### config.mk
export PLATFORM = sky130hd
export DESIGN_NAME = mimo_frame_serializer
export DESIGN_NICKNAME = d
export VERILOG_FILES = /design/src/rtl/mimo_frame_serializer.sv
export SDC_FILE = /design/constraint.sdc
export NUM_CORES = 2
export LEC_CHECK = 0
export ABC_AREA = 1
export BUFFER_PORTS_ARGS = -buffer_cell sky130_fd_sc_hd__buf_2
export CAP_MARGIN = 15
export CORE_ASPECT_RATIO = 0.8
export CORE_UTILIZATION = 53
export DETAILED_ROUTE_END_ITERATION = 8
export GPL_TIMING_DRIVEN = 0
export PLACE_DENSITY = 0.74
export SYNTH_ARGS = -nofsm -noshare
export SYNTH_HDL_FRONTEND = slang
export SYNTH_SLANG_ARGS = --single-unit
### constraint.sdc
create_clock -name clk -period 40.2 [get_ports clk]
set_input_delay 4.02 -clock clk [delete_from_list [all_inputs] [get_ports clk]]
set_output_delay 4.02 -clock clk [all_outputs]
set_load 0.01 [all_outputs]
### src/rtl/mimo_frame_serializer.sv
// mimo_frame_serializer
// Accepts one 40-word frame (32 H words + 8 Y words) over valid/ready and
// replays it four words per cycle across a fixed 10-cycle slot. A free-running
// phase counter defines slot alignment from reset; slots without a pending
// frame carry an all-zero idle frame with valid_o low.
module mimo_frame_serializer #(
    parameter int WL       = 15,
    parameter int SLOT_LEN = 10
) (
    input  logic                 clk,
    input  logic                 rst,
    input  logic [32*WL-1:0]     h_i,
    input  logic [8*WL-1:0]      y_i,
    input  logic                 frame_valid_i,
    output logic                 frame_ready_o,
    output logic signed [WL-1:0] Out0,
    output logic signed [WL-1:0] Out1,
    output logic signed [WL-1:0] Out2,
    output logic signed [WL-1:0] Out3,
    output logic                 valid_o,
    output logic                 sof_o,
    output logic [15:0]          frames_sent_o
);

    // H words occupy word slots 0..31 and Y words 32..39, so cycle p of a
    // slot always shows words 4p..4p+3 of this combined vector.
    localparam int         NWORDS     = 40;
    localparam int         FW         = NWORDS * WL;
    localparam logic [3:0] LAST_PHASE = 4'(SLOT_LEN - 1);

    logic [3:0]    phase_q, phase_d;
    logic [FW-1:0] active_q, active_d;
    logic          active_real_q, active_real_d;
    logic [FW-1:0] shadow_q, shadow_d;
    logic          shadow_full_q, shadow_full_d;
    logic [15:0]   frames_sent_q, frames_sent_d;

    logic [FW-1:0] frame_in;
    logic          slot_end;

    assign frame_in      = {y_i, h_i};
    assign slot_end      = (phase_q == LAST_PHASE);
    assign frame_ready_o = ~shadow_full_q;

    // Next-state: phase advance, shadow capture mid-slot, hand-off at slot end.
    always_comb begin
        // NOTE: every signal gets a default first so no path leaves it unassigned (no latches).
        phase_d       = slot_end ? 4'd0 : phase_q + 4'd1;
        active_d      = active_q;
        active_real_d = active_real_q;
        shadow_d      = shadow_q;
        shadow_full_d = shadow_full_q;
        frames_sent_d = frames_sent_q;

        if (!slot_end) begin
            if (frame_valid_i && !shadow_full_q) begin
                shadow_d      = frame_in;
                shadow_full_d = 1'b1;
            end
        end else if (shadow_full_q) begin
            // A frame offered on this edge sees ready low, so it is not taken.
            active_d      = shadow_q;
            active_real_d = 1'b1;
            shadow_full_d = 1'b0;
            frames_sent_d = frames_sent_q + 16'd1;
        end else if (frame_valid_i) begin
            // Bypass: empty shadow at the boundary, so load active directly.
            active_d      = frame_in;
            active_real_d = 1'b1;
            frames_sent_d = frames_sent_q + 16'd1;
        end else begin
            active_d      = '0;
            active_real_d = 1'b0;
        end
    end

    // State registers, cleared asynchronously so outputs drop to zero at once.
    always_ff @(posedge clk or posedge rst) begin
        if (rst) begin
            phase_q       <= 4'd0;
            // NOTE: both frame buffers are plain flops and are reset because idle output must read as zero.
            active_q      <= '0;
            active_real_q <= 1'b0;
            shadow_q      <= '0;
            shadow_full_q <= 1'b0;
            frames_sent_q <= 16'd0;
        end else begin
            // NOTE: non-blocking assignments keep all registers updating from pre-edge values.
            phase_q       <= phase_d;
            active_q      <= active_d;
            active_real_q <= active_real_d;
            shadow_q      <= shadow_d;
            shadow_full_q <= shadow_full_d;
            frames_sent_q <= frames_sent_d;
        end
    end

    // Output mapping taken only from registered active buffer and phase.
    always_comb begin
        int base;
        base = int'(phase_q) * 4;
        Out0 = active_q[(base + 0) * WL +: WL];
        Out1 = active_q[(base + 1) * WL +: WL];
        Out2 = active_q[(base + 2) * WL +: WL];
        Out3 = active_q[(base + 3) * WL +: WL];
    end

    assign valid_o       = active_real_q;
    assign sof_o         = active_real_q & (phase_q == 4'd0);
    assign frames_sent_o = frames_sent_q;

endmodule

==> summary.md <==
| Metric | Value |
|---|---|
| Status | completed |
| Final instance area | between 60000 and 70000 um^2 |
| TritonCTS clock tree | yes |
| #FFs+latches synth | approximately 1200 |
| Gp weighted congestion | 1.01 |
| Drt total wl | 231 mm |
| Nature of the critical path endpoint | output port |
| Final Cycle Share | 20.8% |
| MaxCap Viol Count | 0 |
| Pleak | 30.7 nW |
| Clock Latency Late Sink | 0.74 ns |
| Total Die Area | 105000 um^2 |
| Hold slack | 0.472 ns |
| Worst-margin pin slew | 1.34 ns |
| Most common cell after layout, fill and taps aside | nand2_1 |
| DR DRC count | 0 |
| First-pass GRT wire length | 332 mm |
| Via Count | 54600 |
| Top post-synthesis cells by area | dfrtp_1, nand2_1, a22oi_1, nand3_1, o21ai_0 |
| Rows | 105 |
| DP HPWL | 175 mm |
| CTS sink count | 1222 |
| Syn Nets | 7065 |
| Total core area | 103000 um^2 |
| Drt pass-1 iters | 8 |
| Sequential power share | 49.5% |
| CTS Buffer Depth | 3 |
| Die height | 291 um |
| Die W | 363 um |
| Drt initial violations | 8283 |
| Hold WC Path Type | register to register |
| Post-Synthesis Cell Area | ~55000 um^2 |
| Psw | ~860 uW |
| Cell taking the most area after synthesis | dfrtp_1 |
| Fmax | 119 MHz |
| Initial antenna violation count | between 70 and 80 |
| Syn-to-layout area delta | 17.5% |
| Sw Share | approximately 28% |
| Post-Synthesis Cells | about 6500 |
| Unrepaired setup endpoints after global routing | no |
| Netlist cell types | 27 |
| Setup TNS | 0 ns |
| Routed length per placed instance | 26.2 um |
| Syn avg cell area | 8.54 um^2 |
| Root Driver | clkbuf_16 |
| Final nets | approximately 7900 |
| Peak VDD IR | 0.0346 mV |
| Post-layout min period | 8.37 ns |
| Seq/Total Area, Yosys | 55.4% |
| Clock skew | 0.0152 ns |
| Hold Fails Final Rpt | 0 |
| Worst rel slew slack | 10.7% |
| Cell Int Power | 2.23 mW |
| GRT Util Overall | a little over two fifths |
| Most frequent cells in the layout | nand2_1, dfrtp_1, buf_2, nand3_1, a22oi_1 |
| Worst EP arrival | 4.35 ns |
| Reg-to-reg slack, setup | 36.80 ns |
| TritonCTS buffer count | 119 |
| Worst-path clk slew | 0.06 ns |
| Critical path fanouts, max | 10 |
| Detail Route Antenna Nets | 0 |
| # setup viols final | 0 |
| Io pins | 682 |
| PD cells | around 48 nW/um^2 |
| Comb power frac | 12.0% |
| Yosys warns | 0 |
| Ratio of cells with drive above 1 in the final layout | 15.5% |
| Area post-placement | 60600 um^2 |
| Initial Util | 53.6% |
| Vias in the first global route | slightly above 50000 |
| Worst path required time | 36.18 ns |
| CTS Hold Bufs | 0 |
| Post_cts resized | 0 |
| Vias per cell | 6.20 |
| H-tree Lvls | 3 |
| Input/output buffers | 681 |
| Critical path class | register to output port |
| Clk pwr share | about two fifths |
| Slew Viols, Final | 0 |
| Post-synth top area share | 55.4% |
| Startpoint types | register |
| Largest net degree at the start of global routing | 130 |
| GRT overflow | 0 |
| Post-CTS Setup Bufs | 0 |
-- worst paths after layout --
check / start / cells past startpoint / end
setup / recovery: phase_q[2]$_DFF_PP0_ / 7 / Out3[7]
hold / removal: shadow_q[569]$_DFFE_PP0P_ / 2 / shadow_q[569]$_DFFE_PP0P_
setup reg to reg: shadow_full_q$_DFFE_PP0P_ / 9 / shadow_q[322]$_DFFE_PP0P_
hold reg to reg: shadow_q[569]$_DFFE_PP0P_ / 2 / shadow_q[569]$_DFFE_PP0P_
max in group asynchronous: rst / 6 / shadow_q[587]$_DFFE_PP0P_
min in group asynchronous: rst / 2 / shadow_q[372]$_DFFE_PP0P_
-- per-stage QoR --
stage / power (mW) / setup WS, ns / instances / util (%)
6_report: 3.09 / 31.83 / 8813 / 63.0
5_1_grt: 3.18 / 31.83 / 8801 / 63.0
4_1_cts: 3.07 / 32.05 / 8761 / 62.9
3_5_place_dp: 1.91 / 32.83 / 8544 / 58.9
3_3_place_gp: 1.90 / -11.77 / 8533 / 58.6
2_1_floorplan: 1.71 / 1.75 / 6461 / -
-- kinds of logic (layout without fill, tap and decap cells) --
group | after synthesis | in the layout | synth area share, %
buffers and inverters | 576 | 1485 | 5.02
AND/OR/NAND/NOR | 3387 | 3387 | 25.2
other | 0 | 52 | 0
adder cells (fa/ha/maj) | 1 | 1 | 0.0227
XOR/XNOR | 8 | 8 | 0.127
flip-flops | 1222 | 1222 | 55.4
AO/OA/AOI/OAI | 1267 | 1267 | 14.2
-- cell type report --
class	count	area, um^2
Buffer	551	2670
Clock inverter	39	463
Tap cell	1391	1740
Timing Repair Buffer	692	3710
Sequential cell	1222	30600
Antenna cell	52	130
Multi-Input combinational cell	4663	21800
Inverter	25	101
Clock buffer	178	3610
Fill cell	8831	38000
-- state kept, by name, indices dropped and copies added, names as in the netlist --
| register | count |
|---|---|
| frames_sent_o | 16 |
| phase_q | 4 |
| shadow_q | 600 |
| valid_o | 1 |
| active_q | 600 |
| shadow_full_q | 1 |
-- critical path: stages (launching register included) --
cell and delay [ns]:
dfrtp_1 0.43, inv_1 0.11, nand2_1 0.24, nor2_1 1.02, clkbuf_1 0.81, a21oi_1 0.48, nand3_1 0.29, buf_2 0.20
-- routing by layer --
layer / up-vias / routed length (um) / GRT usage [%]
li1: 23600 / - / -
met1: 26700 / 91000 / 61.6
met2: 3696 / 94700 / 58.4
met3: 595 / 32400 / 14.9
met4: 24 / 12500 / 20.7
met5: - / 146 / 0
-- synthesized netlist by cell type, drive strengths merged --
master  number
nor2        84
clkbuf     294
o21ai      604
xor2         5
nand3b       1
buf        257
a22oi      600
nand2     2509
inv         25
nand3      670
dfrtp     1222
o21bai       1
nor3         1
a21boi       1
a21oi       61
xnor2        3
ha           1
nor4         1
nand4      121
-- power groups by stage --
| stage | Sequential, mW | Clock [mW] | Combinational [mW] |
|---|---|---|---|
| 2_1_floorplan | 1.51 | 0 | 0.207 |
| 5_1_grt | 1.55 | 1.23 | 0.407 |
| 4_1_cts | 1.52 | 1.18 | 0.364 |
| 3_3_place_gp | 1.55 | 0 | 0.348 |
| 6_report | 1.53 | 1.19 | 0.373 |
| 3_5_place_dp | 1.54 | 0 | 0.363 |
(Power assumes the default switching activity.)
